$ cat src/rtl/demux_scan_controller_pkg.sv
// rtl/demux_scan_controller_pkg.sv - shared types and helpers for the demux scan controller
// Purpose: FSM state encoding and channel/select helpers used by the scan controller.
// Ports:   none (package).
package scan_pkg;

  typedef logic [1:0] state_t;

  localparam state_t ST_IDLE  = 2'd0;
  localparam state_t ST_BLANK = 2'd1;
  localparam state_t ST_DWELL = 2'd2;

  // The demux routes input_sel=s to Nout[7-s], so channel k needs select 7-k.
  function automatic logic [2:0] chan_to_sel(input logic [2:0] k);
    return 3'd7 - k;
  endfunction

  // Index of the lowest set bit; 0 when the mask is empty.
  function automatic logic [2:0] lowest_set(input logic [7:0] mask);
    logic [2:0] r;
    r = '0;
    for (int i = 7; i >= 0; i--) begin
      if (mask[i]) r = 3'(i);
    end
    return r;
  endfunction

endpackage

$ cat src/rtl/demux_scan_controller_if.sv
// rtl/demux_scan_controller_if.sv - control and demux-drive bundle of the scan controller
// Purpose: groups scan control inputs and demux/status outputs.
// Signals: enable, chan_mask (to controller); dmx_a, dmx_sel, active_chan,
//          chan_active, frame_start, frame_done (from controller).
// Modports: slave = controller side, master = host/driver side.
interface demux_scan_controller_if;

  logic       enable;
  logic [7:0] chan_mask;
  logic       dmx_a;
  logic [2:0] dmx_sel;
  logic [2:0] active_chan;
  logic       chan_active;
  logic       frame_start;
  logic       frame_done;

  modport slave (
    input  enable, chan_mask,
    output dmx_a, dmx_sel, active_chan, chan_active, frame_start, frame_done
  );

  modport master (
    output enable, chan_mask,
    input  dmx_a, dmx_sel, active_chan, chan_active, frame_start, frame_done
  );

endinterface

$ cat src/rtl/demux_scan_controller_picker.sv
// rtl/demux_scan_controller_picker.sv - finds the next enabled channel above the current one
// Purpose: combinational search for the lowest set mask bit strictly above cur.
// Ports:   mask (8) enabled channels, cur (3) current index,
//          next_idx (3) next enabled index (cur when none), found (1) a next index exists.
module next_channel_picker (
  input  logic [7:0] mask,
  input  logic [2:0] cur,
  output logic [2:0] next_idx,
  output logic       found
);

  // Descending scan so the lowest qualifying bit is the one left standing.
  always_comb begin
    found    = 1'b0;
    next_idx = cur;
    for (int i = 7; i >= 0; i--) begin
      if (mask[i] && (i > int'(cur))) begin
        found    = 1'b1;
        next_idx = 3'(i);
      end
    end
  end

endmodule

$ cat src/rtl/demux_scan_controller.sv
// rtl/demux_scan_controller.sv - blank/dwell time-multiplexing sequencer for a 1-to-8 active-low demux
// Purpose: walks the enabled channels of a latched mask, holding BLANK dead cycles
//          (dmx_a=1, select already moved) then DWELL active cycles (dmx_a=0) per channel.
// Ports:   clk, rst_n (async, active-low);
//          bus.enable, bus.chan_mask in; bus.dmx_a, bus.dmx_sel, bus.active_chan,
//          bus.chan_active, bus.frame_start, bus.frame_done out (all registered).
module demux_scan_controller
  import scan_pkg::*;
#(
  parameter int DWELL = 50000,
  parameter int BLANK = 1000
) (
  input  logic                   clk,
  input  logic                   rst_n,
  demux_scan_controller_if.slave bus
);

  localparam int MAXV = (DWELL > BLANK) ? DWELL : BLANK;
  localparam int CW   = $clog2(MAXV + 1);

  localparam logic [CW-1:0] DWELL_LAST = CW'(DWELL - 1);
  localparam logic [CW-1:0] BLANK_LAST = CW'((BLANK > 0) ? (BLANK - 1) : 0);
  // With no blanking the BLANK state is skipped entirely.
  localparam state_t FIRST_STATE = (BLANK == 0) ? ST_DWELL : ST_BLANK;

  state_t        state_q, state_d;
  logic [CW-1:0] cnt_q, cnt_d;
  logic [7:0]    mask_q, mask_d;
  logic [2:0]    chan_q, chan_d;
  logic          fs_d, fd_d;

  logic          dmx_a_q;
  logic [2:0]    sel_q;
  logic          chan_active_q;
  logic          fs_q, fd_q;

  logic [2:0]    pick_next;
  logic          pick_found;

  next_channel_picker u_picker (
    .mask     (mask_q),
    .cur      (chan_q),
    .next_idx (pick_next),
    .found    (pick_found)
  );

  always_comb begin
    state_d = state_q;
    cnt_d   = cnt_q;
    mask_d  = mask_q;
    chan_d  = chan_q;
    fs_d    = 1'b0;
    case (state_q)
      ST_IDLE: begin
        cnt_d = '0;
        if (bus.enable && (bus.chan_mask != 8'd0)) begin
          mask_d  = bus.chan_mask;
          chan_d  = lowest_set(bus.chan_mask);
          state_d = FIRST_STATE;
          fs_d    = 1'b1;
        end
      end
      ST_BLANK: begin
        if (!bus.enable) begin
          state_d = ST_IDLE;
          cnt_d   = '0;
        end else if (cnt_q == BLANK_LAST) begin
          state_d = ST_DWELL;
          cnt_d   = '0;
        end else begin
          cnt_d = cnt_q + CW'(1);
        end
      end
      ST_DWELL: begin
        if (!bus.enable) begin
          state_d = ST_IDLE;
          cnt_d   = '0;
        end else if (cnt_q == DWELL_LAST) begin
          cnt_d = '0;
          if (pick_found) begin
            chan_d  = pick_next;
            state_d = FIRST_STATE;
          end else if (bus.chan_mask != 8'd0) begin
            // Frame boundary: the only point where a new mask is accepted.
            mask_d  = bus.chan_mask;
            chan_d  = lowest_set(bus.chan_mask);
            state_d = FIRST_STATE;
            fs_d    = 1'b1;
          end else begin
            state_d = ST_IDLE;
          end
        end else begin
          cnt_d = cnt_q + CW'(1);
        end
      end
      default: begin
        state_d = ST_IDLE;
        cnt_d   = '0;
      end
    endcase
  end

  // frame_done is registered, so it is raised on the edge that enters the last
  // dwell cycle of a channel with no enabled channel above it.
  always_comb begin
    fd_d = (state_d == ST_DWELL) && (cnt_d == DWELL_LAST) &&
           (((mask_d >> chan_d) >> 1) == 8'd0);
  end

  always_ff @(posedge clk or negedge rst_n) begin
    if (!rst_n) begin
      state_q       <= ST_IDLE;
      cnt_q         <= '0;
      mask_q        <= '0;
      chan_q        <= '0;
      dmx_a_q       <= 1'b1;
      sel_q         <= 3'b111;
      chan_active_q <= 1'b0;
      fs_q          <= 1'b0;
      fd_q          <= 1'b0;
    end else begin
      state_q       <= state_d;
      cnt_q         <= cnt_d;
      mask_q        <= mask_d;
      chan_q        <= chan_d;
      // Select follows the channel on BLANK entry; it cannot move inside a dwell
      // because chan_d only changes on the dwell's last cycle.
      sel_q         <= chan_to_sel(chan_d);
      dmx_a_q       <= (state_d != ST_DWELL);
      chan_active_q <= (state_d == ST_DWELL);
      fs_q          <= fs_d;
      fd_q          <= fd_d;
    end
  end

  assign bus.dmx_a       = dmx_a_q;
  assign bus.dmx_sel     = sel_q;
  assign bus.active_chan = chan_q;
  assign bus.chan_active = chan_active_q;
  assign bus.frame_start = fs_q;
  assign bus.frame_done  = fd_q;

endmodule

$ cat src/flat_wrapper.sv
// flat-port wrapper written by rule: the top's interface ports become plain ports
module demux_scan_controller_flat import scan_pkg::*;
#(
  parameter int DWELL = 50000,
  parameter int BLANK = 1000
)
  (clk, rst_n, bus_enable, bus_chan_mask, bus_dmx_a, bus_dmx_sel, bus_active_chan, bus_chan_active, bus_frame_start, bus_frame_done);
  demux_scan_controller_if bus_i ();
  input  logic clk;
  input  logic rst_n;
  input wire logic [$bits(bus_i.enable)-1:0] bus_enable;
  input wire logic [$bits(bus_i.chan_mask)-1:0] bus_chan_mask;
  output wire logic [$bits(bus_i.dmx_a)-1:0] bus_dmx_a;
  output wire logic [$bits(bus_i.dmx_sel)-1:0] bus_dmx_sel;
  output wire logic [$bits(bus_i.active_chan)-1:0] bus_active_chan;
  output wire logic [$bits(bus_i.chan_active)-1:0] bus_chan_active;
  output wire logic [$bits(bus_i.frame_start)-1:0] bus_frame_start;
  output wire logic [$bits(bus_i.frame_done)-1:0] bus_frame_done;
  assign bus_i.enable = bus_enable;
  assign bus_i.chan_mask = bus_chan_mask;
  assign bus_dmx_a = bus_i.dmx_a;
  assign bus_dmx_sel = bus_i.dmx_sel;
  assign bus_active_chan = bus_i.active_chan;
  assign bus_chan_active = bus_i.chan_active;
  assign bus_frame_start = bus_i.frame_start;
  assign bus_frame_done = bus_i.frame_done;
  demux_scan_controller #(.DWELL(DWELL), .BLANK(BLANK)) u_core (.clk(clk), .rst_n(rst_n), .bus(bus_i));
endmodule
$ cat config.mk
export PLATFORM = sky130hd
export DESIGN_NAME = demux_scan_controller_flat
export DESIGN_NICKNAME = d
export VERILOG_FILES = /design/src/rtl/demux_scan_controller_pkg.sv /design/src/rtl/demux_scan_controller_if.sv /design/src/rtl/demux_scan_controller_picker.sv /design/src/rtl/demux_scan_controller.sv /design/src/flat_wrapper.sv
export SDC_FILE = /design/constraint.sdc
export NUM_CORES = 1
export LEC_CHECK = 0
export ABC_AREA = 1
export BUFFER_PORTS_ARGS = -buffer_cell sky130_fd_sc_hd__buf_2
export CAP_MARGIN = 20
export CORE_MARGIN = 1
export CORE_UTILIZATION = 30
export CTS_CLUSTER_DIAMETER = 120
export CTS_CLUSTER_SIZE = 16
export DETAILED_ROUTE_END_ITERATION = 12
export PLACE_DENSITY = 0.45
export SETUP_SLACK_MARGIN = 0.4
export SKIP_LAST_GASP = 1
export SYNTH_ARGS = -nofsm -noshare
export SYNTH_HDL_FRONTEND = slang
export SYNTH_SLANG_ARGS = --single-unit
$ cat constraint.sdc
create_clock -name clk -period 5.4 [get_ports clk]
set_input_delay 0.81 -clock clk [delete_from_list [all_inputs] [get_ports clk]]
set_output_delay 0.81 -clock clk [all_outputs]
set_load 0.02 [all_outputs]
==> Word level (Yosys, flattened, before mapping) <==
Index checks and enable logic that the tools add are counted.
{ "classes": {"mux": 53, "add_sub_neg": 2, "n_lt_le_gt_ge": 7, "reduce_logical": 13, "shift": 1, "n_eq_ne": 7} }
{ "ops": {"columns": ["operator", "count"], "rows": [
  ["16-bit 2-to-1 mux", 4],
  ["3-bit 2-to-1 mux", 20],
  ["8-bit 2-to-1 mux", 5],
  ["16-bit equality test, second input constant", 2],
  ["16-bit case mux with 2 select lines", 1],
  ["16-bit by 1-bit adder with 16-bit output, second input constant", 1],
  ["16-bit by 10-bit equality test with 1-bit output, second input constant", 1],
  ["8-bit case mux with 2 select lines", 1],
  ["1-bit 2-to-1 mux", 13],
  ["3-bit > comparator, first input constant", 4],
  ["2-bit 2-to-1 mux", 6],
  ["1-bit logical AND", 10],
  ["8-bit logical NOT", 1],
  ["8-bit nonzero test", 1],
  ["8-bit by 3-bit right shift with 8-bit output", 1],
  ["2-bit by 3-bit > comparator with 1-bit output, first input constant", 2],
  ["2-bit case mux with 3 select lines", 1],
  ["3-bit case mux with 2 select lines", 1],
  ["2-bit equality test, second input constant", 2],
  ["1-bit by 3-bit > comparator with 1-bit output, first input constant", 1],
  ["3-bit subtractor, first input constant", 1],
  ["2-bit by 1-bit equality test with 1-bit output, second input constant", 1],
  ["2-bit logical NOT", 1],
  ["2-bit inequality test, second input constant", 1],
  ["1-bit case mux with 2 select lines", 1]
]} }
{ "word_totals": {"output_inout_bits": 10, "input_bits": 11, "ff_bits": 36, "word_cells": 92} }

==> Logic depth before layout (Yosys ltp) <==
{ "depth": {"word_depth": 16, "depth_mapped": 17, "mapped_depth_nobuf": 17} }

==> Modules after synthesis <==
From an unflattened synthesis, not the netlist that was laid out.
{ "hier_totals": {"cells_unflattened": 392, "hier_area_um2": 2560.0} }
{ "by_module_without_submodules": {"columns": ["module", "area_each_um2", "n_inst", "cells_per_inst", "seq_area_each_um2"], "rows": [
  ["demux_scan_controller", 2404.8, 1, 353, 905.9],
  ["next_channel_picker", 155.1, 1, 39, 0.0]
]} }

==> Worst setup path before layout <==
Ideal clock, no wire load.
{ "synth_timing": {"path_type": "input -> register", "start": "in bus_chan_mask[0]", "end": "reg u_core.fd_q, in the netlist u_core.bus.frame_done", "path_stages": 16, "n_path_buf": 0, "slack_ns": 3.227, "arrival_time_ns": 2.055, "required_ns": 5.283, "path_cell_list": "inv_1 nand2_1 nor3_1 nand2_1 nand2_1 nand2_1 nand2_1 nand2_1 o21ai_1 inv_1 o21ai_1 nand2_1 nand3_1 nand2_1 nand3_1 a21oi_2"} }
{ "synth_via": {"elab_chain_len": 9, "elab_cells_between_ends": 26} }
{ "synth_rtl": {"columns": ["item", "line_no", "source"], "rows": [
  ["from (decl)", "flat_wrapper.sv:12", "input wire logic [$bits(bus_i.chan_mask)-1:0] bus_chan_mask;"],
  ["8-bit nonzero test / 3-bit 2-to-1 mux (equally long branches)", "demux_scan_controller.sv:56, demux_scan_controller.sv:83, demux_scan_controller_pkg.sv:22", null],
  ["3-bit 2-to-1 mux", "demux_scan_controller.sv:83", "end else if (bus.chan_mask != 8'd0) begin"],
  ["3-bit 2-to-1 mux", "demux_scan_controller.sv:80", "if (pick_found) begin"],
  ["3-bit 2-to-1 mux", "demux_scan_controller.sv:78", "end else if (cnt_q == DWELL_LAST) begin"],
  ["3-bit 2-to-1 mux", "demux_scan_controller.sv:75", "if (!bus.enable) begin"],
  ["3-bit case mux with 2 select lines *", "demux_scan_controller.sv:53", "case (state_q)"],
  ["net u_core.chan_d[0]", "demux_scan_controller.sv:29", "logic [2:0] chan_q, chan_d;"],
  ["8-bit by 3-bit right shift with 8-bit output *", "demux_scan_controller.sv:107", "(((mask_d >> chan_d) >> 1) == 8'd0);"],
  ["8-bit logical NOT *", "demux_scan_controller.sv:107", null],
  ["1-bit logical AND *", "demux_scan_controller.sv:106", "fd_d = (state_d == ST_DWELL) && (cnt_d == DWELL_LAST) &&"],
  ["net u_core.fd_d", "demux_scan_controller.sv:30", "logic fs_d, fd_d;"],
  ["to (signal assigned)", "demux_scan_controller.sv:120", "fd_q <= 1'b0;"],
  ["to (signal assigned)", "demux_scan_controller.sv:132", "fd_q <= fd_d;"],
  ["to (decl)", "demux_scan_controller.sv:35", "logic fs_q, fd_q;"]
]} }
Mark *: on every way through the listed nets, which the timed path passes. The rest lies on a longest branch.

==> Worst setup path after layout <==
{ "layout_timing": {"start": "reg u_core.cnt_q[0]", "end": "reg u_core.fd_q, in the netlist u_core.bus.frame_done"} }
{ "layout_via": {"elab_chain_len": 7, "elab_cells_between_ends": 25} }
{ "layout_rtl": {"columns": ["item", "line_no", "source"], "rows": [
  ["from (decl)", "demux_scan_controller.sv:27", "logic [CW-1:0] cnt_q, cnt_d;"],
  ["from (signal assigned)", "demux_scan_controller.sv:123", "cnt_q <= cnt_d;"],
  ["16-bit by 1-bit adder with 16-bit output, or another cell as far along", "demux_scan_controller.sv:71, demux_scan_controller.sv:93", null],
  ["16-bit 2-to-1 mux, or another cell as far along", "demux_scan_controller.sv:78", null],
  ["16-bit 2-to-1 mux, or another cell as far along", "demux_scan_controller.sv:75", null],
  ["16-bit case mux with 2 select lines, or another cell as far along", "demux_scan_controller.sv:53", null],
  ["16-bit equality test, or another cell as far along", "demux_scan_controller.sv:106", null],
  ["1-bit logical AND / 8-bit logical NOT (equally long branches)", "demux_scan_controller.sv:106, demux_scan_controller.sv:107", null],
  ["1-bit logical AND *", "demux_scan_controller.sv:106", null],
  ["net u_core.fd_d", "demux_scan_controller.sv:30", null]
]} }
Marks and branches as above.

==> impl_metrics.ini <==
[synthesis]
yosysTopAreaCell = dfrtp_1
synth_top_area_share = 0.3007
ys_top_cells_by_area = dfrtp_1 (30%), nand2_1 (19%), nor2_1 (8.1%)
synth_edf_count = 0
synth_flop_cell = dfrtp_1
synthArstFlopShare = 1.000
yosysMostFrequentCell = nand2_1
synth_seq_area_share = 0.3414
synth.cell_area_um2 = 2580
syn_inst = 400
synthTopCellsByCount = nand2_1 (131), nor2_1 (56), inv_1 (49)
ys_warn_count = 0
synth-seq-cells = 35
syn_area_per_cell_um2 = 6.450
synthDistinctLibCells = 33
synth_nets = 416

[setup_path]
crit_required_ns = 5.62
cpMaxStageDelayCell = dfrtp_1
cp_top_family = simple AND/OR/NAND/NOR gates
cp_common_cell = nand2_1
critPathMaxStageDelay_ns = 0.41
cp-end-kind = register
crit_path_max_fanout = 9
critPathLaunchType = register
path_buf_inv = 0
crit_chain = ha_1 > nand2_1 > nor2_2 > nand2_1 > nand2_1 > nand2_1 > nor2_1 > nand2_1 > nor2_1 > nand4_1 > nor2_1 > nand3_1 > nor2_1 > nand3_1 > a21oi_2
worstSetupPathType = reg -> reg
cp.arrival_ns = 2.65

[cts]
cts_tree = built
htree_num_levels = 2
clk_pin_slew_ns = 0.08
cts_sinks = 35
numCtsBuffers = 5
cts_setup_buffers = 0
clock_path_buffers = 2
holdBufCountCts = 0
clock_latency_ns = 0.28
cts_resized = 0
clock-root-buffer = clkbuf_8

[global_route]
gr-usage-met1 = 0.2264
grt_pass1_wl_um = 11730
grtUsageMet3 = 0.02657
use_met2 = 0.2794
busiest_layer = met2
grt-ovfl-total = 0
antenna_found_initial = 0
grt_pass1_vias = 2452
grt_usage = 0.1685
grt_max_degree = 36

[drt]
via_per_inst = 4.554
drc = 0
ant_nets = 0
vias = 2409
routed_wl_um = 6724
wl_per_cell_um = 12.71
firstDrtPassIters = 4
drtIter0Drc = 90

[hold_path]
worstHoldPathType = reg -> reg

[finish]
drive_gt1_frac = 0.1769
final_cells = 529
fin_nets = 439
diodes = 0
final_area_um2 = 2923
syn2layout_area_growth_pct = 13.29
fill_cells = 925

[timing]
worstMarginPinSlew_ns = 0.8056
fmax_ghz = 0.4119
slew_violations = 0
slew_headroom = 0.4629
finalCritPeriodShare = 0.4496
clock_skew_ns = 0.005326
finalSetupViolations = 0
hold_slack_ns = 0.5116
fin_tns_setup_ns = 0
rsz0062_at_grt = no
finalHoldViolCount = 0
period_needed_ns = 2.428

[power]
power_leakage_nw = 1.464
pwr_density_cell_nw_per_um2 = 423.6
ir_drop_mv = 0.1058
total_power_mw = 1.238

[job]
cap_violations = 0

[placement]
gp_congestion = 0.8608
dp_cells = 521
dp_hpwl_um = 5366
dpl_cell_area_um2 = 2790
port_buffers = 20

[status]
status = complete, no violations

[floorplan]
placementRows = 33
io_pins = 21
die_w_um = 94.74
core_um2 = 8258
start_util = 0.3124
die_y_um = 94.74
die_area_um2 = 8975
flip-flops by register name (all words and copies together), names as in the netlist:
name,count
u_core.bus.dmx_sel,3
u_core.cnt_q,16
u_core.state_q,2
u_core.mask_q,7
u_core.bus.dmx_a,1
u_core.bus.frame_done,1
u_core.bus.chan_active,1
u_core.bus.frame_start,1
u_core.bus.active_chan,3
worst paths after layout:
| path | from | endpoint | slack (ns) | cells after the start |
|---|---|---|---|---|
| min | u_core.cnt_q[0] | u_core.cnt_q[0] | 0.51 | 1 |
| max | u_core.cnt_q[0] | u_core.bus.frame_done | 2.97 | 15 |
| min in group asynchronous | rst_n | u_core.cnt_q[11] | 0.61 | 1 |
| min reg2reg | u_core.cnt_q[0] | u_core.cnt_q[0] | 0.51 | 1 |
| max in group asynchronous | rst_n | u_core.state_q[1] | 4.27 | 1 |
| max reg2reg | u_core.cnt_q[0] | u_core.bus.frame_done | 2.97 | 15 |
cell families (layout without fill, tap and decap cells):
kind of cell | Yosys count | count (layout) | share of synthesized area
fa+ha+maj | 5 | 5 | 0.02425
xor+xnor | 2 | 2 | 0.006791
simple gates | 259 | 259 | 0.4544
flops | 35 | 35 | 0.3414
buf+inv | 68 | 92 | 0.1014
compound gates | 31 | 31 | 0.07178
per-stage QoR:
step,worst slack (ns),util
global placement,2.690,0.3379
floorplan,3.227,-
CTS,2.955,0.3539
detailed placement,2.718,0.3379
global route,2.723,0.3539
finish,2.972,0.3539
where the power goes:
group | switching (mW) | total [mW] | internal (mW)
combinational | 0.389 | 0.573 | 0.185
sequential | 0.0541 | 0.379 | 0.325
clock | 0.101 | 0.286 | 0.185
total | 0.544 | 1.24 | 0.694
final cells by class:
cell class                      instances  area, µm²  share of cell area
Clock buffer                            6      72.57             0.02483
Inverter                               64      240.2             0.08219
Multi-Input combinational cell        297       1438              0.4919
Tap cell                              105      131.4             0.04495
Sequential cell                        35      880.8              0.3014
Clock inverter                          2      60.06             0.02055
Timing Repair Buffer                   20      100.1             0.03425
routing by layer:
| layer | vias to the layer above | wire length, µm | part of all wire |
|---|---|---|---|
| met5 | - | 0 | 0 |
| li1 | 1280 | - | - |
| met2 | 28 | 3104 | 0.46 |
| met4 | 0 | 83 | 0.012 |
| met1 | 1093 | 3354 | 0.50 |
| met3 | 8 | 182 | 0.027 |
layout by cell type (no fill, tap or decap), types with 7 or more instances in the layout:
master     n
inv_2     11
nor2_1    56
nor2_4     7
nand2_2   13
inv_1     49
dfrtp_1   31
o21ai_0    9
a21oi_1    7
nand2_1  131
buf_2     20
nand3_1   35
(Power assumes the default switching activity.)
